===== config.mk =====
export PLATFORM = sky130hd
export DESIGN_NAME = rtc_set_ctrl
export DESIGN_NICKNAME = d
export VERILOG_FILES = /design/src/rtl/rtc_set_ctrl.sv
export SDC_FILE = /design/constraint.sdc
export NUM_CORES = 1
export LEC_CHECK = 0
export CAP_MARGIN = 15
export CORE_UTILIZATION = 35
export DETAILED_ROUTE_END_ITERATION = 10
export GPL_ROUTABILITY_DRIVEN = 0
export PLACE_DENSITY = 0.59
export SYNTH_ARGS = -nofsm -noshare
export SYNTH_HDL_FRONTEND = slang
export SYNTH_SLANG_ARGS = --single-unit

===== constraint.sdc =====
create_clock -name clk -period 3.1 [get_ports clk]
set_input_delay 0.465 -clock clk [delete_from_list [all_inputs] [get_ports clk]]
set_output_delay 0.465 -clock clk [all_outputs]
set_load 0.05 [all_outputs]

===== src/rtl/rtc_set_ctrl.sv =====
// Time-setting controller for a six-digit BCD RTC: freezes the counter chain,
// edits HH:MM:SS with mode/inc buttons, then commits with a one-cycle load strobe.
module rtc_set_ctrl #(
   parameter int TIMEOUT_TICKS = 30,
   parameter int TO_W          = 6
) (
   input  logic       clk,
   input  logic       rst,
   input  logic       tick,
   input  logic       btn_mode,
   input  logic       btn_inc,
   input  logic [3:0] cur_hrm,
   input  logic [3:0] cur_hrl,
   input  logic [3:0] cur_minm,
   input  logic [3:0] cur_minl,
   input  logic [3:0] cur_secm,
   input  logic [3:0] cur_secl,
   output logic       run_en,
   output logic       load,
   output logic [3:0] ld_hrm,
   output logic [3:0] ld_hrl,
   output logic [3:0] ld_minm,
   output logic [3:0] ld_minl,
   output logic [3:0] ld_secm,
   output logic [3:0] ld_secl,
   output logic [1:0] edit_field,
   output logic       blink
);

   // Encoding chosen so state[1:0] is directly the edit_field value
   // (RUN and COMMIT both map to 0).
   typedef enum logic [2:0] {
      RUN      = 3'd0,
      EDIT_HR  = 3'd1,
      EDIT_MIN = 3'd2,
      EDIT_SEC = 3'd3,
      COMMIT   = 3'd4
   } state_t;

   state_t          state, state_nx;
   logic            btn_mode_q, btn_inc_q;
   logic            mode_e, inc_e;
   logic [TO_W-1:0] to_cnt, to_cnt_nx;
   logic [23:0]     ld, ld_nx;
   logic            blink_nx;

   assign mode_e = btn_mode & ~btn_mode_q;
   assign inc_e  = btn_inc & ~btn_inc_q;

   assign {ld_hrm, ld_hrl, ld_minm, ld_minl, ld_secm, ld_secl} = ld;

   // Anything at or above the field maximum (including invalid captures) wraps to 00.
   function automatic logic [7:0] bcd_inc(input logic [3:0] hi, input logic [3:0] lo,
                                          input logic [3:0] hi_max, input logic [3:0] lo_max);
      if (hi > hi_max || (hi == hi_max && lo >= lo_max)) return 8'h00;
      else if (lo >= 4'd9)                                 return {hi + 4'd1, 4'd0};
      else                                                 return {hi, lo + 4'd1};
   endfunction

   always_comb begin
      // NOTE: every output and next-state signal gets a default first so no path infers a latch.
      state_nx   = state;
      ld_nx      = ld;
      to_cnt_nx  = to_cnt;
      blink_nx   = blink;
      run_en     = 1'b1;
      load       = 1'b0;
      edit_field = state[1:0];

      unique case (state)
         RUN: begin
            if (mode_e) begin
               ld_nx     = {cur_hrm, cur_hrl, cur_minm, cur_minl, cur_secm, cur_secl};
               to_cnt_nx = '0;
               blink_nx  = 1'b0;
               state_nx  = EDIT_HR;
            end
         end
         EDIT_HR, EDIT_MIN, EDIT_SEC: begin
            run_en = 1'b0;
            if (tick) blink_nx = ~blink;
            if (mode_e) begin
               to_cnt_nx = '0;
               state_nx  = state_t'(state + 3'd1);
            end else if (inc_e) begin
               to_cnt_nx = '0;
               unique case (state)
                  EDIT_HR:  ld_nx[23:16] = bcd_inc(ld[23:20], ld[19:16], 4'd2, 4'd3);
                  EDIT_MIN: ld_nx[15:8]  = bcd_inc(ld[15:12], ld[11:8],  4'd5, 4'd9);
                  default:  ld_nx[7:0]   = bcd_inc(ld[7:4],   ld[3:0],   4'd5, 4'd9);
               endcase
            end else if (tick) begin
               if (to_cnt == TO_W'(TIMEOUT_TICKS - 1)) begin
                  to_cnt_nx = '0;
                  state_nx  = RUN;
               end else begin
                  to_cnt_nx = to_cnt + 1'b1;
               end
            end
            if (state_nx == RUN || state_nx == COMMIT) blink_nx = 1'b0;
         end
         COMMIT: begin
            run_en   = 1'b0;
            load     = 1'b1;
            state_nx = RUN;
         end
         default: state_nx = RUN;
      endcase
   end

   always_ff @(posedge clk) begin
      // NOTE: sequential state uses non-blocking assignments so all registers update together.
      btn_mode_q <= btn_mode;
      btn_inc_q  <= btn_inc;
      if (rst) begin
         state  <= RUN;
         to_cnt <= '0;
         ld     <= '0;
         blink  <= 1'b0;
      end else begin
         state  <= state_nx;
         to_cnt <= to_cnt_nx;
         ld     <= ld_nx;
         blink  <= blink_nx;
      end
   end

endmodule

-- After elaboration in Yosys (flattened, before gate mapping)
Cells that the tools add are included.
- flip-flop bits (word level): 36
- bits of input ports: 29
- output and inout port bits: 29
- $add $sub $neg: 8
- $lt $le $gt $ge: 7
- eq/ne operators: 20
- muxes and demuxes: 32
- bitwise logic cells: 5
- reductions and logical operators: 21
- operators by type and width (operator ; number):
    24-bit two-way mux ; 3
    8-bit two-way mux ; 9
    24-bit case mux with 2 select lines ; 1
    6-bit two-way mux ; 5
    4-bit by 1-bit adder with 4-bit output (second input constant) ; 6
    3-bit two-way mux ; 6
    6-bit AND reduction ; 3
    5-bit AND reduction ; 3
    4-bit greater-or-equal comparator (second input constant) ; 3
    2-bit inequality test (second input constant) ; 6
    3-bit inequality test (second input constant) ; 4
    6-bit case mux with 2 select lines ; 1
    4-bit by 3-bit == test with 1-bit output (second input constant) ; 2
    4-bit by 3-bit greater-than comparator with 1-bit output (second input constant) ; 2
    6-bit by 1-bit adder with 6-bit output (second input constant) ; 1
    3-bit by 2-bit == test with 1-bit output (second input constant) ; 2
    3-bit == test (second input constant) ; 2
    6-bit by 5-bit == test with 1-bit output (second input constant) ; 1
    3-bit logical NOT ; 2
    3-bit case mux with 2 select lines ; 1
    3-bit AND reduction ; 2
    1-bit two-way mux ; 5
    4-bit by 2-bit == test with 1-bit output (second input constant) ; 1
    4-bit by 2-bit greater-or-equal comparator with 1-bit output (second input constant) ; 1
    13 further kinds ; 21

-- Logic depth before layout (Yosys ltp)
Gate-level depths: netlist of run 1.
- depth in word-level cells: 10
- gate-level depth with buffers: 10
- depth with buffers taken out: 7

-- Worst setup path after synthesis of run 1
Ideal clock, no wire load.
- path type: reg-to-output
- start point: register state[1]
- end point: output run_en
- arrival time: 1.946 ns
- data required time: 2.635 ns
- slack: 0.689 ns
- cell stages (with the launch flop): 5
- path buffers: 0
- path through: dfxtp_1 inv_1 ha_1 and2_1 nor2_1
- longest elaborated chain between the ends: 3
- elaborated cells between the ends (all ways): 6
- classes of those cells: 4 x eq/ne; 1 x mux; 1 x reduce/logical
- RTL lines (element ; line ; RTL):
    start, declared ; 40 ; state_t state, state_nx;
    start signal, assigned ; 121 ; state <= state_nx;
    3-bit by 1-bit == test with 1-bit output, or another cell as far along ; 70 ; unique case (state)
    4-bit OR reduction (no source line) * ; - ;
    1-bit two-way mux * ; 70 ;
    end, declared ; 18 ; output logic run_en,
Every way passes the cells marked *; elsewhere a longest branch is shown, timed or not.

-- Worst setup path after layout of run 1
Ends and elaborated chain as after synthesis.

==> results of run 1 <==
## where the power goes
| part | switching [mW] | internal, mW |
|---|---|---|
| clock network | 0.163 | 0.181 |
| registers | 0.0369 | 0.492 |
| logic | 0.235 | 0.159 |
| total | 0.435 | 0.832 |
## placed cells by master (no fill, tap or decap), drive strengths merged, types with 9 or more instances in the layout
cell type / instances
clkdlybuf4s50: 57
a21oi: 26
nand3: 9
nor3: 12
dfxtp: 36
inv: 28
nor2: 29
a211oi: 18
ha: 24
## stage by stage
step,hold slack [ps],setup WS [ps],area [µm²]
2_1_floorplan,476,689,2450
3_3_place_gp,459,622,3110
4_1_cts,478,268,3200
5_1_grt,543,157,3200
3_5_place_dp,468,584,3110
6_report,477,293,3200
## per-layer routing
layer | up-vias | share of wire (%)
met5 | - | 0
met4 | 0 | 1.3
met3 | 8 | 5.4
met2 | 65 | 46
met1 | 1071 | 48
li1 | 1189 | -
## critical path: cells and delay by family, from the launching register on
family / cells / cell delay [ps]
simple gates: 2 / 280
flops: 1 / 540
buf+inv: 2 / 960
fa+ha+maj: 1 / 280
## cells by family (layout without fill, tap and decap cells)
| group | count (synthesis) | count (layout) | share of synthesized area, % |
|---|---|---|---|
| AOI/OAI and AO/OA | 93 | 93 | 28.5 |
| xor gates and xnor gates | 8 | 8 | 2.86 |
| adders and majority gates | 24 | 24 | 12.2 |
| buffers and inverters | 40 | 98 | 7.29 |
| DFF | 36 | 36 | 29.4 |
| and+or+nand+nor | 88 | 88 | 19.8 |
## sequential cells by signal (all words and copies together) (netlist names)
register / cells
btn_inc_q: 1
btn_mode_q: 1
state: 3
to_cnt: 6
ld: 24
blink: 1
## cell type report
cell class,instances,share of cell area [%]
inverter,28,3.29
clock buffer,8,2.82
tap,96,3.76
multi-input combinational,213,48.6
sequential,36,22.5
timing repair buffer,62,19.0
## path summary, 6_finish.rpt
kind | slack (ps) | startpoint | endpoint | cells after the start
worst max-delay path | 290 | state[1] | run_en | 5
worst max register to register | 700 | state[1] | to_cnt[1] | 6
worst min register to register | 480 | ld[23] | ld[23] | 2
worst min-delay path | 480 | ld[23] | ld[23] | 2
==> out/summary.md, run 1 <==
The floorplan step defined a die boundary enclosing 0.00735 mm². The signal on the critical path passes through inv_1 -> ha_1 -> and2_1 -> nor2_1 -> clkdlybuf4s50_1. Arrival time of the worst setup path: 2340 ps. The clock slew seen by the registers of the worst setup and hold paths is 70 ps, and the unique cell type count in the Yosys netlist is 55. Count of filler cells inserted in the layout: 710. The slowest stage of the critical path belongs to the cell sky130_fd_sc_hd__clkdlybuf4s50_1. The tools report the TritonCTS sink count as 36. The predominant post-synthesis flop cell is sky130_fd_sc_hd__dfxtp_1. Counting the buffers created by CTS gives 5. The worst setup path is captured at a primary output. Including well taps, the total number of placed cells is 435.

After the last flow step, the layout net total stands at 399. The kind of start point of the critical path was a flop. The tools report the CTS root buffer as sky130_fd_sc_hd__clkbuf_8. For this design the static power due to leakage is 1.09 nW. In this run, synthesis inferred 0 flip-flops with an integrated enable. The number of setup buffers added after CTS is 0. Subtracting the final worst setup slack from the clock period gives 2810 ps. The logs give 2129 for the via count of the first global-routing pass and 0.00155 mm² for the area occupied by multi-input gates. The number of routed nets with antenna violations was 0. Setup repair after global routing left no endpoint under its margin. For the worst relative slew slack, the log shows 54.9%. In the global route stage, overall resource usage came out at 16.6%.

Actual transition at the worst max-transition pin: 671 ps. The tools report the placeable core region as 0.00679 mm². The cell area that synthesis handed to floorplanning was 0.00245 mm². Gates resized during post-CTS repair numbered 0. The first detailed-routing pass took 4 iterations.

After detailed routing, the average wire length per cell comes to 13.3 µm. The hold violation total from the final report is 0. The placed wire-length estimate is 4.43 mm.

Chip height: 85.7 µm. By count the netlist is led by sky130_fd_sc_hd__dfxtp_1, sky130_fd_sc_hd__inv_1, sky130_fd_sc_hd__nor2_1, sky130_fd_sc_hd__a21oi_1, sky130_fd_sc_hd__ha_1. The dominant cell by count in the synthesized netlist was sky130_fd_sc_hd__dfxtp_1. At the end of the flow the core is filled with cells to 47.1%.

The run gives 30 as the number of core rows. The flow ran to the end, and the final reports show no timing, DRC or antenna violations. The number of flip-flops and latches in the synthesized netlist works out to 36. The number of warnings reported in the yosys synthesis log is 0. Total inserted antenna cells: 0. The total overflow left after global routing is 0. Of the cells placed in the final design, the portion with a size suffix greater than 1 is 5.76%. The worst path uses 90.6% of the clock period. Dividing the detail-routed via count by the number of cells gives 5.27. The cell type with the largest total area after synthesis is sky130_fd_sc_hd__dfxtp_1. The remaining routing DRC violations was 0.

The worst stage delay on the critical path was 800 ps; the global routing usage on met3 was 3.66%. The post-synthesis average cell area came out at 8.49 µm². The run gives 2 as the maximum level of the CTS H-tree. Busiest layer in global routing: met2. Static timing analysis puts the maximum clock frequency at 356 MHz. The synthesized instance count is 289, and the power per standard cell area is 396 mW/mm². The first global-routing pass estimated 9.87 mm of wire. The run gives 721 µm² as the register area.

The path type of the worst setup path is flop to primary output. The tools report the number of standard cells in the final layout excluding fillers as 443. The run gives 27.3% as the global routing met2 resource utilization. The detailed router finished its first iteration with 78 violations. After layout, the design draws a total of 1.27 mW.

TritonCTS built the clock tree. The logs give 0.174 mV for the largest voltage drop on the vdd net and 23 for the pin count of the biggest net entering global routing. The min-delay analysis places its worst path in the category flop to flop. The effective utilization at floorplan is 36.1%. The tools report the data required time of the critical path as 2630 ps.

In the final timing run, aggregate negative setup slack is 0 ps. The routed design has 5.89 mm of wire. Across the run, the number of max-cap violations was 0. After clock tree synthesis, the flow added hold-fix buffers numbering 0.

For the final database, setup skew stands at 8.87 ps. The number of antenna violations at the first check in global routing was 0; the sequential fraction of the synthesis area was 29.4%. The logs give 2 for the number of buffers on the longest clock path and 342 for the total nets after synthesis.

The logs give 58 for the count of pins on the block boundary and 21.8% for the global routing met1 resource utilization. For the max-slew violation total from the final report, the log shows 0. By area the synthesized netlist is led by sky130_fd_sc_hd__dfxtp_1, sky130_fd_sc_hd__ha_1, sky130_fd_sc_hd__a211oi_1. Setup violations remaining at the end of the flow were counted as 0. The port buffer count came out at 57. The maximum fanout along the worst path was 9. The die is 85.7 µm wide. The tools report the clock insertion delay at the later pin of the skew report as 290 ps. The synthesized design devotes to its leading area cell type 29.4% of total area. In the synthesized netlist the async set-or-reset flop fraction comes to 0%. The vias after detailed routing came out at 2333. Compared with the post-synthesis result, the final layout area differs by 30.3%.
Note: power is estimated with default switching activity, not from simulation.
==> run 2: changes to the inputs <==
--- a/config.mk
+++ b/config.mk
@@ -13,3 +13,4 @@
 export SYNTH_ARGS = -nofsm -noshare
 export SYNTH_HDL_FRONTEND = slang
 export SYNTH_SLANG_ARGS = --single-unit
+export TNS_END_PERCENT = 20
==> results of run 2 <==
The final DEF is identical to that of run 1; final timing and power are the same.
==> run 3: changes to the inputs <==
--- a/config.mk
+++ b/config.mk
@@ -6,10 +6,12 @@
 export NUM_CORES = 1
 export LEC_CHECK = 0
 export CAP_MARGIN = 15
+export CORE_MARGIN = 2
 export CORE_UTILIZATION = 35
 export DETAILED_ROUTE_END_ITERATION = 10
 export GPL_ROUTABILITY_DRIVEN = 0
 export PLACE_DENSITY = 0.59
+export SETUP_SLACK_MARGIN = 0.2
 export SYNTH_ARGS = -nofsm -noshare
 export SYNTH_HDL_FRONTEND = slang
 export SYNTH_SLANG_ARGS = --single-unit
==> out/summary.md, run 3 (synthesis results as in run 1) <==
The flow ran to the end, and the final reports show no timing, DRC or antenna violations. In this run the critical register-to-register path is captured at ld[17]. Setup total negative slack: 0 ps.

Buffers placed on the I/O ports in this run total 57. The run gives 16.6% as the global router's overall resource usage. For the worst setup path, the data required time is 2630 ps. In the final layout, the registers with the most flip-flops are ld (24), to_cnt (6), state (3). After legalization and detailed placement, the total HPWL measured 4.61 mm. In the layout the commonest cells are sky130_fd_sc_hd__clkdlybuf4s50_1, sky130_fd_sc_hd__dfxtp_1, sky130_fd_sc_hd__inv_1, sky130_fd_sc_hd__nor2_1, sky130_fd_sc_hd__a21oi_1.

The worst register-to-register path has a depth of 8. The clock network burns 31.1% of the power. The tool flagged a number of max-cap violations equal to 0.

For the number of antenna violations at the first check in global routing, the log shows 0. The via count of the first global-routing pass is 2119. The logs give 0 for the hold violation total from the final report and 0.00679 mm² for the placeable core region. Clock-pin slew was measured on the worst setup and hold paths at 80 ps. The final critical path time including I/O delays and setup was 2610 ps. STA classifies the critical path startpoint as a flop.

For hold timing, the worst endpoint is ld[23]. Counting the fill cells in the layout gives 671. Register ranked first by flip-flop count: ld. The floorplan step set the die height to 87.7 µm. Cell internal power was estimated by the tool at 893 µW. For this run, design rule violations remaining after detail routing come to 0. The completed layout was analyzed and its total power is 1.35 mW. Before antenna repair, the detailed router went through 4 iterations. The actual transition at the worst max-transition pin came out at 759 ps.

Setup repair after global routing left no endpoint under its margin. The final critical path takes up 84.3% of the cycle. The number of resized instances in the post-cts repair step was 0; the register-to-register path setup slack was 610 ps. Counting the buffers created by CTS gives 5. The aggregate routed wire length came out at 6.16 mm. The tools report the number of design-rule violations left by the first detailed-router iteration as 61.

The register with the most flip-flops in the layout has 24 of them. The power per standard cell area works out to 416 mW/mm². For the TritonCTS sink count, the log shows 36.

The cell depth of the worst hold path was 2. The die is 87.7 µm wide. Largest voltage drop on the vdd net: 0.185 mV. The area growth from synthesis to layout is 32.1%.

Leaving out fill and tap cells, the most frequent cell in the layout is sky130_fd_sc_hd__clkdlybuf4s50_1. The run gives 721 µm² as the register area. The total inserted antenna cells was 0. TritonCTS built the clock tree. Setup violations remaining at the end of the flow were counted as 0.

Effective utilization at floorplan: 36.1%. The tools report the static power due to leakage as 1.12 nW. In this run the most critical hold path is launched from ld[23]. Timing analysis after detailed placement gives a worst setup slack of 545 ps.

For this design the total switching power over the nets is 455 µW. The post-route netlist has 6.86% of its cells at a drive strength greater than 1. In this run, post-CTS hold repair placed 0 buffers. STA puts the critical path data arrival time at 2150 ps. The clock tree synthesis step divided the H-tree into 2 levels. The path class of the lowest-slack min-delay path is flop to flop. The first global-routing pass estimated 10.2 mm of wire.

The count of pins on the block boundary came out at 58. After clock tree synthesis, the setup repair step added 0 buffers. Per report_power, the combinational group accounts for 29.6% of the total. The pin count of the biggest net entering global routing came out at 22. The net count of the finished layout is 402. The logs give 2 for the number of buffers on the longest clock path and 30 for the number of core rows. Dividing the detail-routed via count by the number of cells gives 5.26. Proportion of total power due to net switching: 33.8%. For the area enclosed by the die boundary, the log shows 0.00770 mm². The multi-input combinational cells in the finished layout cover a total of 0.00155 mm². For this run, the top clock speed supported by timing is 383 MHz. The share of total power dissipated in sequential elements is 39.2%.

The clock insertion delay at the later pin of the skew report is 290 ps. The cell sitting at the root of the clock tree is a sky130_fd_sc_hd__clkbuf_8. The worst register-to-register path begins at state[1].

The number of routed nets with antenna violations came out at 0. The tools report the beginning of the critical path as state[1]. The worst setup path is captured at a primary output.

In the final routed layout, each cell accounts on average for 13.8 µm. The max-slew violation total from the final report was 0; the worst clock skew was 8.02 ps. For the vias after detailed routing, the log shows 2344. Across all setup checks in the final design, the least slack found is 487 ps.

The worst setup path is of the flop to primary output kind. Measured against its own limit, the worst slew margin works out to 49.2%. Along the worst path, the maximum fanout reaches 9. Summed over all layers, the global routing overflow is 0.
-- run 3: metal layers --
| layer | part of all wire (%) | up-vias | global-route usage (%) | wire length [µm] |
|---|---|---|---|---|
| met5 | 0 | - | 0 | 0 |
| met4 | 0.54 | 0 | 4.34 | 33 |
| met3 | 5.4 | 2 | 3.68 | 334 |
| met2 | 47 | 51 | 26.0 | 2890 |
| met1 | 47 | 1093 | 23.2 | 2910 |
| li1 | - | 1198 | - | - |
-- run 3: final cells by class --
class | count | share of cell area [%]
well taps | 96 | 3.71
repair buffers | 65 | 19.5
flip-flops and latches | 36 | 22.2
clock buffers | 6 | 2.24
multi-input cells | 213 | 48.0
clock inverters | 2 | 1.08
inverters | 28 | 3.24
-- run 3: worst max-delay path, stage by stage (launching register included) --
cell                              delay [ps]
sky130_fd_sc_hd__dfxtp_1                 540
sky130_fd_sc_hd__inv_1                   150
sky130_fd_sc_hd__ha_1                    280
sky130_fd_sc_hd__and2_1                  190
sky130_fd_sc_hd__clkdlybuf4s50_1         700
-- run 3: how the worst max path moves through the flow --
stage	to	slack, ps	depth (start not counted)
after CTS	run_en	270	5
after global placement	run_en	630	5
after global routing	load	360	4
after detailed placement	to_cnt[5]	550	6
after floorplan	run_en	690	4
final	load	490	4
-- run 3: power groups by stage --
stage	clock network, mW	logic (mW)	registers, mW
6_report	0.420	0.399	0.529
5_1_grt	0.448	0.440	0.535
4_1_cts	0.431	0.402	0.529
3_5_place_dp	0	0.400	0.540
3_3_place_gp	0	0.397	0.539
2_1_floorplan	0	0.186	0.614
-- run 3: through the flow --
stage | cell area, µm² | utilization [%] | hold slack [ps] | std cells
5_1_grt | 3240 | 47.7 | 541 | 446
4_1_cts | 3240 | 47.7 | 502 | 446
2_1_floorplan | 2450 | - | 476 | 289
3_3_place_gp | 3130 | 46.1 | 470 | 438
6_report | 3240 | 47.7 | 496 | 446
3_5_place_dp | 3130 | 46.1 | 483 | 438
